<file path="src/rtl/display_scheduler.sv">
// Time/date view scheduler and 8-digit multiplexed scan driver with change blanking.
// Define DISP_AUTO_ROTATE_EN for automatic time/date rotation and manual-view timeout.
module display_scheduler #(
  parameter int unsigned SCAN_DIV  = 50000,
  parameter int unsigned TIME_SECS = 10,
  parameter int unsigned DATE_SECS = 3,
  parameter int unsigned HOLD_SECS = 5
) (
  input  logic        clk,
  input  logic        rst_n,
  input  logic        tick_1hz,
  input  logic        key_mode,
  input  logic [39:0] seg_word,
  output logic        display_year,
  output logic [7:0]  digit_sel,
  output logic [3:0]  digit_code,
  output logic        digit_dp
);

  localparam int unsigned PW = (SCAN_DIV > 2) ? $clog2(SCAN_DIV) : 1;
  localparam logic [PW-1:0] PRE_MAX = PW'(SCAN_DIV - 1);

`ifdef DISP_AUTO_ROTATE_EN
  typedef enum logic [1:0] {AUTO_TIME, AUTO_DATE, MAN_TIME, MAN_DATE} view_e;
  localparam view_e RST_VIEW = AUTO_TIME;
  logic [7:0] dwell_q, dwell_d, dwell_inc;
`else
  typedef enum logic [0:0] {MAN_TIME, MAN_DATE} view_e;
  localparam view_e RST_VIEW = MAN_TIME;
  logic unused_tick;
  assign unused_tick = tick_1hz;
`endif

  view_e         state_q, state_d;
  logic          year_q, year_d;
  logic [PW-1:0] pre_q, pre_d;
  logic [2:0]    idx_q, idx_d;
  logic [1:0]    blank_q, blank_d;
  logic [7:0]    sel_q, sel_d;
  logic [3:0]    code_q, code_d;
  logic          dp_q, dp_d;
  logic [31:0]   digits;

  assign digits = seg_word[39:8];

  // View FSM: a key press always flips the shown view and wins over a coincident tick.
  always_comb begin
    state_d = state_q;
`ifdef DISP_AUTO_ROTATE_EN
    dwell_inc = dwell_q + 8'(tick_1hz);
    dwell_d   = dwell_q;
    if (key_mode) begin
      case (state_q)
        AUTO_TIME, MAN_TIME: state_d = MAN_DATE;
        default:             state_d = MAN_TIME;
      endcase
    end else begin
      dwell_d = dwell_inc;
      case (state_q)
        AUTO_TIME: if (tick_1hz && dwell_inc == 8'(TIME_SECS)) state_d = AUTO_DATE;
        AUTO_DATE: if (tick_1hz && dwell_inc == 8'(DATE_SECS)) state_d = AUTO_TIME;
        default:   if (tick_1hz && dwell_inc == 8'(HOLD_SECS)) state_d = AUTO_TIME;
      endcase
    end
    if (state_d != state_q) dwell_d = '0;
    year_d = (state_d == AUTO_DATE) || (state_d == MAN_DATE);
`else
    if (key_mode) state_d = (state_q == MAN_TIME) ? MAN_DATE : MAN_TIME;
    year_d = (state_d == MAN_DATE);
`endif
  end

  // Blanking is keyed off the next view so digit_sel goes dark on the same edge as display_year.
  always_comb begin
    pre_d = (pre_q == PRE_MAX) ? '0 : pre_q + 1'b1;
    idx_d = (pre_q == PRE_MAX) ? idx_q + 3'd1 : idx_q;
    if (year_d != year_q)  blank_d = 2'd2;
    else if (blank_q != '0) blank_d = blank_q - 2'd1;
    else                    blank_d = '0;
    if (blank_d != '0) begin
      sel_d  = '1;
      code_d = code_q;
      dp_d   = dp_q;
    end else begin
      sel_d  = ~(8'h01 << idx_q);
      code_d = digits[{idx_q, 2'b00} +: 4];
      dp_d   = seg_word[idx_q];
    end
  end

  always_ff @(posedge clk or negedge rst_n) begin
    if (!rst_n) begin
      state_q <= RST_VIEW;
`ifdef DISP_AUTO_ROTATE_EN
      dwell_q <= '0;
`endif
      year_q  <= 1'b0;
      pre_q   <= '0;
      idx_q   <= '0;
      blank_q <= '0;
      sel_q   <= '1;
      code_q  <= '0;
      dp_q    <= 1'b0;
    end else begin
      state_q <= state_d;
`ifdef DISP_AUTO_ROTATE_EN
      dwell_q <= dwell_d;
`endif
      year_q  <= year_d;
      pre_q   <= pre_d;
      idx_q   <= idx_d;
      blank_q <= blank_d;
      sel_q   <= sel_d;
      code_q  <= code_d;
      dp_q    <= dp_d;
    end
  end

  assign display_year = year_q;
  assign digit_sel    = sel_q;
  assign digit_code   = code_q;
  assign digit_dp     = dp_q;

endmodule
</file>
<file path="config.mk">
export PLATFORM = sky130hd
export DESIGN_NAME = display_scheduler
export DESIGN_NICKNAME = d
export VERILOG_FILES = /design/src/rtl/display_scheduler.sv
export SDC_FILE = /design/constraint.sdc
export NUM_CORES = 1
export LEC_CHECK = 0
export CORE_ASPECT_RATIO = 0.75
export CORE_MARGIN = 5
export CORE_UTILIZATION = 45
export DETAILED_ROUTE_END_ITERATION = 6
export HOLD_SLACK_MARGIN = 0.05
export PLACE_DENSITY = 0.83
export SYNTH_ARGS = -nofsm -noshare
export SYNTH_HDL_FRONTEND = slang
export SYNTH_SLANG_ARGS = --single-unit
</file>
<file path="constraint.sdc">
create_clock -name clk -period 1.7 [get_ports clk]
set_input_delay 0.17 -clock clk [delete_from_list [all_inputs] [get_ports clk]]
set_output_delay 0.17 -clock clk [all_outputs]
set_load 0.02 [all_outputs]
</file>
Word level (Yosys, flattened, before mapping):

Cells that the tools add are included.

* $add $sub $neg: 3
* reductions and logical operators: 2
* shift operators: 2
* bitwise gates (word level): 1
* equality and inequality tests: 2
* multiplexer cells: 8
* order comparisons: 1

Operators with widths (number)
* 32-bit by 6-bit variable part select with 4-bit output: 1
* 16-bit by 1-bit adder with 16-bit output, second input constant: 1
* 16-bit equality test, second input constant: 1
* 16-bit two-way mux: 1
* 8-bit two-way mux: 1
* 8-bit inverter: 1
* 1-bit by 3-bit << shifter with 8-bit output, first input constant: 1
* 3-bit by 7-bit less-than comparator with 1-bit output, second input constant: 1
* 2-bit two-way mux: 2
* 2-bit nonzero test: 2
* 3-bit by 1-bit adder with 3-bit output, second input constant: 1
* 1-bit binary-select mux with 3-bit select: 1
* 1-bit two-way mux: 3
* 2-bit by 1-bit subtractor with 2-bit output, second input constant: 1
* 1-bit != test: 1

* flip-flop bits (word level): 35
* word-level logic and storage cells: 26

Depth between registers and ports, before layout:

Gate-level depths: netlist of the first run.

* word-level depth: 6
* gate-level depth with buffers: 7

Worst setup path before layout of the first run:

Ideal clock, no wire load.

* kind: flip-flop to flip-flop
* start point: register pre_q[0]
* end point: register pre_q[11]
* stages on the path, launching flop included: 7
* library setup time: 0.104 ns
* slack: 0.134 ns
* arrival: 1.462 ns
* cell sequence: dfrtp_1 -> ha_1 -> and3_1 -> buf_2 -> and4_4 -> buf_6 -> o41ai_2

* longest elaborated chain between the ends: 2

RTL lines
* start: declaration: line 36 `logic [PW-1:0] pre_q, pre_d;`
* start signal: assignment: line 110 `pre_q <= pre_d;`
* 16-bit by 1-bit adder with 16-bit output / 16-bit equality test (equally long branches): line 75 `pre_d = (pre_q == PRE_MAX) ? '0 : pre_q + 1'b1;`
* 16-bit two-way mux (*): line 75
* named net pre_d[11]: line 36

The timed path passes the listed nets; every way through them passes the cells marked *.
A chain may end at the register's enable or synchronous reset.

Worst setup path after layout of the first run:

* start point: register sel_q[7] (netlist: digit_sel[7])
* end point: output digit_sel[7]

RTL lines
* start: declaration: line 39 `logic [7:0] sel_q, sel_d;`
* start signal: assignment: line 113 `sel_q <= sel_d;`
* end: declaration: line 15 `output logic [7:0] digit_sel,`

No word-level cell between the ends.

==> results of run 1 <==
where the power goes:
group / switching (mW) / internal [mW]
Sequential: 0.0235 / 0.870
Clock: 0.284 / 0.287
Combinational: 0.111 / 0.173
how the worst max path moves through the flow:
stage	startpoint	end	slack [ns]	depth (start not counted)
2_1_floorplan	pre_q[0]	pre_q[11]	0.13	6
3_3_place_gp	pre_q[0]	pre_q[11]	0.19	4
3_5_place_dp	pre_q[0]	pre_q[14]	0.06	5
4_1_cts	pre_q[0]	pre_q[14]	0.03	5
5_1_grt	pre_q[0]	pre_q[14]	0.04	5
6_report	digit_sel[7]	digit_sel[7]	0.11	1
layout make-up:
class	count	area, um2
Fill cell	290	1240
Clock inverter	1	5.00
Tap cell	52	65.1
Inverter	4	15.0
Sequential cell	35	886
Timing Repair Buffer	60	591
Multi-Input combinational cell	98	850
Clock buffer	7	76.3
layout by cell type, fill, tap and decap left out, drive strengths merged:
cell	n
xor2	7
clkdlybuf4s50	56
mux2i	5
inv	3
and2	1
buf	4
o41ai	1
nor3b	1
clkbuf	7
dfstp	8
a21o	1
nor2	12
nor4b	1
mux4	10
o211ai	1
nand2	14
clkinv	2
a31oi	1
and4	3
nor3	3
nand4	4
nand3	8
xnor2	6
and4bb	1
dfrtp	27
o21ai	3
ha	7
nor4bb	1
o31ai	1
and3	2
a21oi	4
kinds of logic after synthesis:
group / share of synthesized area (%)
AND/OR/NAND/NOR: 16.0
flip-flops: 49.8
multiplexers: 15.5
XOR/XNOR: 6.40
AO/OA/AOI/OAI: 4.50
buffers and inverters: 2.81
adder cells (fa/ha/maj): 4.93
registers in the layout, indices dropped and copies added (netlist names):
name	cells
pre_q	16
digit_code	4
display_year	1
digit_sel	8
digit_dp	1
blank_q	2
idx_q	3
per-stage QoR:
step	total power [mW]	hold slack, ns
5_1_grt	1.83	0.315
6_report	1.75	0.281
2_1_floorplan	0.996	-0.126
3_3_place_gp	1.18	0.419
3_5_place_dp	1.20	0.430
4_1_cts	1.77	0.290
metal layers:
layer,global-route usage (%),wire (um),share of wire (%),up-vias
li1,-,-,-,635
met1,23.4,1870,41,689
met2,31.2,2480,54,29
met3,5.82,185,4.0,8
met4,7.55,79,1.7,0
met5,0,0,0,-
==> results.sh, run 1 <==
export IMPL_status="finished clean"
export IMPL_setup_viol=0
export IMPL_fmax_mhz=628
export IMPL_cts_sinks=35
export IMPL_hold_buffers=0
export IMPL_drc=0
export IMPL_cpPeakStageDelay_ns=0.61
export IMPL_r2r_slack_ns=0.13
export IMPL_place_area_mm2=0.00240
export IMPL_dp_hpwl_um=3680
export IMPL_path_clk_slew_ns=0.06
export IMPL_r2r_end="pre_q[11]"
export IMPL_postLayoutCellArea_mm2=0.00249
export IMPL_rsz0062_at_grt="false"
export IMPL_cts_root_buf="clkbuf_8"
export IMPL_crit_buf_inv=1
export IMPL_antenna_found_initial=0
export IMPL_cap_violations=0
export IMPL_worst_path_max_delay_cell="clkdlybuf4s50_1"
export IMPL_synthArstFlopShare_pct=100
export IMPL_ant_nets=0
export IMPL_worstMarginPinSlew_ns=0.418
export IMPL_hold_viol=0
export IMPL_r2r_start="pre_q[0]"
export IMPL_fp_dieH_um=64.4
export IMPL_start_util_pct=47.6
export IMPL_netlist_instances=143
export IMPL_synth_top_area_share_pct=38.0
export IMPL_critPathCaptureType="primary output"
export IMPL_netlist_area_mm2=0.00178
export IMPL_dieArea_mm2=0.00532
export IMPL_crit_family="buffers and inverters"
export IMPL_grt_pass1_vias=1423
export IMPL_post_route_period_util_pct=93.6
export IMPL_min_period_ns=1.59
export IMPL_port_buffers=56
export IMPL_area_growth_pct=39.9
export IMPL_dpl_cell_count=249
export IMPL_cp_required_ns=1.53
export IMPL_ios=58
export IMPL_ys_seq_area_share_pct=49.8
export IMPL_cellPowerDensity_mw_per_mm2=703
export IMPL_place_worst_setup_slack_ns=0.0572
export IMPL_grtUsageTotal_pct=19.0
export IMPL_layoutNonFillerInstCount=257
export IMPL_clockBufferDepth=2
export IMPL_totalWireLength_um=4610
export IMPL_synth_most_common_cell="dfrtp_1"
export IMPL_min_path_type="primary input to async pin"
export IMPL_ys_flop_type="dfrtp_1"
export IMPL_ys_top_cells_by_count="dfrtp_1, nand2_1, nor2_1"
export IMPL_htreeDepth=2
export IMPL_vias=1361
export IMPL_grt_first_pass_wirelength_um=7360
export IMPL_final_util_pct=66.6
export IMPL_fin_nets=255
export IMPL_ys_ff_latch=35
export IMPL_ir_drop_mv=0.311
export IMPL_die_x_um=82.6
export IMPL_grt_max_degree=36
export IMPL_antennaDiodeCount=0
export IMPL_drive_above_1_share_pct=17.6
export IMPL_gp_congestion=0.824
export IMPL_start_kind="flip-flop"
export IMPL_power_leakage_nw=1.02
export IMPL_cts_tree="built"
export IMPL_postCtsSetupBuffers=0
export IMPL_vias_per_cell=5.30
export IMPL_fin_tns_setup_ns=0
export IMPL_std_cell_rows=19
export IMPL_slew_viol_final=0
export IMPL_overflow=0
export IMPL_cts_made_buffers=5
export IMPL_final_setup_worst_slack_ns=0.109
export IMPL_crit_type="flip-flop to primary output"
export IMPL_synthTopCellsByArea="dfrtp_1, mux4_2, dfstp_2"
export IMPL_arrival_ns=1.42
export IMPL_clk_latency_ns=0.29
export IMPL_synth_edf_count=0
export IMPL_core_region_area_mm2=0.00373
export IMPL_synth_top_area_cell="dfrtp_1"
export IMPL_wire_per_inst_um=18.0
export IMPL_cts_resized=0
export IMPL_synth_avg_cell_area_um2=12.4
export IMPL_skew_ns=0.00287
export IMPL_drtPass1Iterations=4
export IMPL_crit_path_max_fanout=1
export IMPL_syn_nets=194
export IMPL_path_cells="clkdlybuf4s50_1"
export IMPL_drt_iter0_markers=94
export IMPL_yosysWarnings=0
export IMPL_synth_lib_cells_used_distinct=35
export IMPL_relSlewSlack_pct=72.1
export IMPL_rr_worst_depth=4
Note: power is estimated with default switching activity, not from simulation.
==> run 2: changes to the inputs <==
- SETUP_SLACK_MARGIN: unset -> 0.3
==> run 2 against run 1 <==
Against the previous run: combinational power shrank 6%; utilization grew 4.4 points; die area is the same; critical path type is now flip-flop to flip-flop; first-iteration DRC count grew 18%; clock power grew 12%; critical path depth grew 3; fmax grew 11%; final cell count grew 4.7%; largest cell class is now multi-input combinational cells; critical endpoint is now digit_code[1].
==> results.sh, run 2 (synthesis results as in run 1) <==
export IMPL_status="finished clean"
export IMPL_clk_latency_ns=0.28
export IMPL_fmax_mhz=697
export IMPL_final_util_pct=71.1
export IMPL_grtUsageMet1_pct=23.0
export IMPL_r2r_start="idx_q[0]"
export IMPL_post_route_period_util_pct=84.4
export IMPL_fin_tns_setup_ns=0
export IMPL_htreeDepth=2
export IMPL_final_common_cell="clkdlybuf4s50_1"
export IMPL_grt_pass1_vias=1503
export IMPL_slew_viol_final=0
export IMPL_crit_type="flip-flop to flip-flop"
export IMPL_final_fill_count=265
export IMPL_rsz0062_at_grt="true"
export IMPL_dp_hpwl_um=3460
export IMPL_fp_dieH_um=64.4
export IMPL_path_clk_slew_ns=0.07
export IMPL_largest_reg_flops=16
export IMPL_arrival_ns=1.59
export IMPL_std_cell_rows=19
export IMPL_skew_ns=0.00410
export IMPL_totalWireLength_um=4790
export IMPL_place_worst_setup_slack_ns=0.217
export IMPL_crit_path_max_fanout=11
export IMPL_dieArea_mm2=0.00532
export IMPL_power_leakage_nw=1.07
export IMPL_vias_per_cell=5.30
export IMPL_worstMarginPinSlew_ns=0.421
export IMPL_hold_viol=0
export IMPL_port_buffers=56
export IMPL_most_common_layout_cells="clkdlybuf4s50_1, dfrtp_1, nand2_1, dlygate4sd2_1, buf_4"
export IMPL_ios=58
export IMPL_place_area_mm2=0.00242
export IMPL_overflow=0
export IMPL_drt_iter0_markers=111
export IMPL_final_setup_worst_slack_ns=0.266
export IMPL_wire_per_inst_um=17.8
export IMPL_antennaDiodeCount=0
export IMPL_grt_util_met3_pct=4.71
export IMPL_relSlewSlack_pct=71.9
export IMPL_hold_buffers=0
export IMPL_cts_root_buf="clkbuf_8"
export IMPL_rr_worst_depth=4
export IMPL_gp_congestion=0.831
export IMPL_core_region_area_mm2=0.00373
export IMPL_grtUsageTotal_pct=18.7
export IMPL_grt_busiest_layer="met2"
export IMPL_fin_nets=267
export IMPL_r2r_end="digit_code[1]"
export IMPL_ir_drop_mv=0.361
export IMPL_regArea_um2=890
export IMPL_start_kind="flip-flop"
export IMPL_ant_nets=0
export IMPL_cp_required_ns=1.85
export IMPL_multi_input_area_um2=896
export IMPL_start_util_pct=47.6
export IMPL_area_growth_pct=49.2
export IMPL_r2r_slack_ns=0.27
export IMPL_grt_max_degree=36
export IMPL_clockBufferDepth=2
export IMPL_grt_first_pass_wirelength_um=7420
export IMPL_setup_viol=0
export IMPL_cap_violations=0
export IMPL_antenna_found_initial=0
export IMPL_min_period_ns=1.43
export IMPL_vias=1426
export IMPL_cts_made_buffers=5
export IMPL_critPathCaptureType="flip-flop"
export IMPL_min_path_type="primary input to async pin"
export IMPL_cts_tree="built"
export IMPL_cellPowerDensity_mw_per_mm2=677
export IMPL_holdWs_ns=0.286
export IMPL_drtPass1Iterations=4
export IMPL_postLayoutCellArea_mm2=0.00265
export IMPL_drc=0
export IMPL_cts_sinks=35
export IMPL_drive_above_1_share_pct=26.3
export IMPL_largest_register="pre_q"
export IMPL_die_x_um=82.6
export IMPL_grt_use_met2_pct=31.4
run 2: cell count changes in the layout (fill, tap and decap cells not counted), moves of 2 or more:
| cell | change |
|---|---|
| o21ai_0 | -2 |
| buf_6 | +2 |
| o21ai_1 | +2 |
| dfrtp_2 | +3 |
| clkbuf_8 | +2 |
| dlygate4sd2_1 | +14 |
| dfrtp_1 | -3 |
| clkdlybuf4s50_1 | -14 |
| buf_4 | +9 |
run 2: cell type report:
class                           count  share of cell area, %
Multi-Input combinational cell     98                   33.8
Sequential cell                    35                   33.5
Timing Repair Buffer               72                   25.8
Clock buffer                        8                   3.77
Tap cell                           52                   2.45
Inverter                            4                  0.708
run 2: worst max-delay path by stage:
stage	start	end	slack, ns	depth (start not counted)
finish	idx_q[0]	digit_code[1]	0.27	4
global route	pre_q[0]	pre_q[14]	0.20	5
CTS	idx_q[0]	digit_code[1]	0.28	4
detailed placement	pre_q[5]	pre_q[11]	0.22	4
global placement	pre_q[5]	pre_q[14]	0.29	4
floorplan	pre_q[0]	pre_q[11]	0.31	6
run 2: timing repair:
item	in CTS	in global routing
pin swaps	4	9
setup endpoints to repair	28	13
setup buffers	6	6
resized for setup	19	11
run 2: layer usage:
metal | routed length, um | vias up
met1 | 1880 | 720
li1 | - | 655
met3 | 226 | 9
met4 | 78 | 0
met2 | 2600 | 42
met5 | 0 | -
run 2: critical path, stage by stage (launching register included):
cell and delay, ns:
dfrtp_1 0.37, buf_12 0.15, mux4_2 0.51, mux2i_1 0.17, a21oi_1 0.10
run 2: stage by stage:
step | cells | total power, mW
final | 269 | 1.80
after CTS | 263 | 1.81
after floorplan | 143 | 0.996
after global routing | 269 | 1.87
after global placement | 249 | 1.19
after detailed placement | 249 | 1.19
run 2: power by group:
| part | internal [mW] | total (mW) | leakage [nW] | switching (mW) |
|---|---|---|---|---|
| registers | 0.870 | 0.892 | 0.421 | 0.0221 |
| clock network | 0.369 | 0.638 | 0.0515 | 0.269 |
| logic | 0.150 | 0.266 | 0.597 | 0.115 |
==> run 3: changes to the inputs <==
- CORE_UTILIZATION: 45 -> 41
- PLACE_DENSITY: 0.83 -> 0.8
- clock period: 1.7 -> 1.21 ns (I/O delays scaled with it)
==> run 3 against run 2 <==
Against the previous run: the run now ends with setup timing left; sequential share of layout area is 5.6 points lower; first-iteration DRC count rose by 0.90%; utilization up 5.9 points; final cell count increased by 13%; cell area rose by 20%; hold slack got worse by 0.076 ns; clock-buffer cell count unchanged; fmax shrank 6.2%; setup slack got worse by 0.58 ns; critical endpoint is now pre_q[14]; highest routed layer unchanged.
==> results.sh, run 3 (synthesis results as in run 1) <==
export IMPL_postLayoutCellArea_mm2=0.00318
export IMPL_start_util_pct=43.1
export IMPL_cts_made_buffers=5
export IMPL_total_power_mw=2.69
export IMPL_cts_sinks=35
export IMPL_cts_tree="built"
export IMPL_die_x_um=86.0
export IMPL_overflow=0
export IMPL_crit_path_max_fanout=5
export IMPL_gp_congestion=0.852
export IMPL_place_worst_setup_slack_ns=-0.190
export IMPL_fmax_mhz=654
export IMPL_dieArea_mm2=0.00577
export IMPL_setup_viol=29
export IMPL_fp_dieH_um=67.0
export IMPL_cp_required_ns=1.37
export IMPL_drive_above_1_share_pct=49.0
export IMPL_regArea_um2=888
export IMPL_place_area_mm2=0.00272
export IMPL_final_setup_worst_slack_ns=-0.318
export IMPL_critPathCaptureType="flip-flop"
export IMPL_arrival_ns=1.69
export IMPL_ios=58
export IMPL_ant_nets=0
export IMPL_slew_viol_final=0
export IMPL_htreeDepth=2
export IMPL_power_share_clock_pct=34.7
export IMPL_skew_ns=0.00641
export IMPL_grt_first_pass_wirelength_um=9040
export IMPL_cts_root_buf="clkbuf_8"
export IMPL_hold_buffers=0
export IMPL_clk_latency_ns=0.29
export IMPL_port_buffers=56
export IMPL_cellPowerDensity_mw_per_mm2=847
export IMPL_core_region_area_mm2=0.00413
export IMPL_min_period_ns=1.53
export IMPL_totalWireLength_um=6120
export IMPL_drc=0
export IMPL_hold_viol=0
export IMPL_vias_per_cell=5.32
export IMPL_ir_drop_mv=0.845
export IMPL_p_comb_share_pct=18.4
export IMPL_largest_register="pre_q"
export IMPL_power_switching_mw=0.648
export IMPL_dp_hpwl_um=3860
export IMPL_largest_reg_flops=16
export IMPL_most_common_layout_cells="clkdlybuf4s50_1, buf_6, dfrtp_1, buf_4, nor2_1"
export IMPL_final_fill_count=241
export IMPL_crit_type="flip-flop to flip-flop"
export IMPL_grt_pass1_vias=1779
export IMPL_top_layer="met4"
export IMPL_wire_per_inst_um=20.1
export IMPL_wl_met1_um=2530
export IMPL_wl_met2_um=3270
export IMPL_drt_iter0_markers=112
export IMPL_multi_input_area_mm2=0.00102
export IMPL_std_cell_rows=20
export IMPL_grtUsageTotal_pct=21.2
export IMPL_final_common_cell="clkdlybuf4s50_1"
export IMPL_start_kind="flip-flop"
export IMPL_p_seq_share_pct=46.9
export IMPL_cap_violations=0
export IMPL_post_route_period_util_pct=126
export IMPL_area_growth_pct=78.7
export IMPL_wl_met3_um=260
export IMPL_fin_nets=299
export IMPL_path_clk_slew_ns=0.07
export IMPL_min_path_type="primary input to async pin"
export IMPL_swShare_pct=24.1
export IMPL_intPower_mw=2.04
export IMPL_grt_max_degree=36
export IMPL_status="complete, but fails checks"
export IMPL_power_leakage_nw=1.33
export IMPL_violations="setup timing"
export IMPL_relSlewSlack_pct=79.2
export IMPL_antennaDiodeCount=0
export IMPL_vias=1618
export IMPL_antenna_found_initial=0
export IMPL_rsz0062_at_grt="true"
export IMPL_worstMarginPinSlew_ns=0.311
export IMPL_clockBufferDepth=2
export IMPL_drtPass1Iterations=4
export IMPL_holdWs_ns=0.210
==> run 3: cell types whose count changed in the layout (fill, tap and decap cells not counted), sizes merged <==
| cell | before | now |
|---|---|---|
| inv | 3 | 2 |
| clkinvlp | 1 | 0 |
| buf | 16 | 62 |
| dlygate4sd2 | 14 | 0 |
| clkinv | 0 | 2 |
==> run 3: area by class of cell <==
type                            count  share of cell area (%)
Clock buffer                        8                    3.15
Sequential cell                    35                    28.0
Timing Repair Buffer              104                    33.7
Tap cell                           55                    2.17
Inverter                            4                    1.02
Multi-Input combinational cell     98                    32.0
==> run 3: routing by layer <==
| metal | GRT usage (%) | vias up |
|---|---|---|
| li1 | - | 727 |
| met1 | 24.5 | 840 |
| met2 | 39.2 | 41 |
| met3 | 4.70 | 10 |
| met4 | 6.52 | 0 |
| met5 | 0 | - |
==> run 3: worst paths after layout <==
| path | startpoint | end | slack [ns] | cells after the start |
|---|---|---|---|---|
| max | pre_q[12] | pre_q[14] | -0.32 | 5 |
| min | rst_n | digit_code[0] | 0.21 | 2 |
| max reg2reg | pre_q[12] | pre_q[14] | -0.32 | 5 |
| min reg2reg | blank_q[0] | blank_q[0] | 0.46 | 1 |
| max in group asynchronous | rst_n | digit_sel[3] | 0.76 | 2 |
| min in group clk | blank_q[0] | blank_q[0] | 0.46 | 1 |
==> run 3: what timing repair did <==
| action | in CTS | in global routing |
|---|---|---|
| gates cloned | 1 | 0 |
| endpoints found under the setup margin | 46 | 46 |
| setup buffers | 10 | 8 |
| pin swaps | 17 | 18 |
| resized for setup | 106 | 21 |
| endpoints found under the hold margin | 0 | 0 |
==> run 3: through the flow <==
stage / utilization (%) / TNS, ns / instances
CTS: 73.0 / -2.86 / 296
floorplan: - / -1.78 / 143
global placement: 65.8 / -1.75 / 277
detailed placement: 65.8 / -2.25 / 277
finish: 77.0 / -5.10 / 304
global route: 77.0 / -6.19 / 304
==> run 3: critical path, stage by stage (launching register included) <==
cell and delay (ns):
dfrtp_1 0.39, nor4bb_2 0.34, buf_4 0.18, nand4_1 0.21, o211ai_1 0.18, o31ai_1 0.11
==> run 3: power groups by stage <==
stage / registers [mW] / logic [mW] / clock network, mW
floorplan: 1.33 / 0.0802 / 0
global placement: 1.27 / 0.421 / 0
detailed placement: 1.28 / 0.430 / 0
CTS: 1.26 / 0.473 / 0.938
global route: 1.27 / 0.525 / 1.00
finish: 1.26 / 0.495 / 0.933
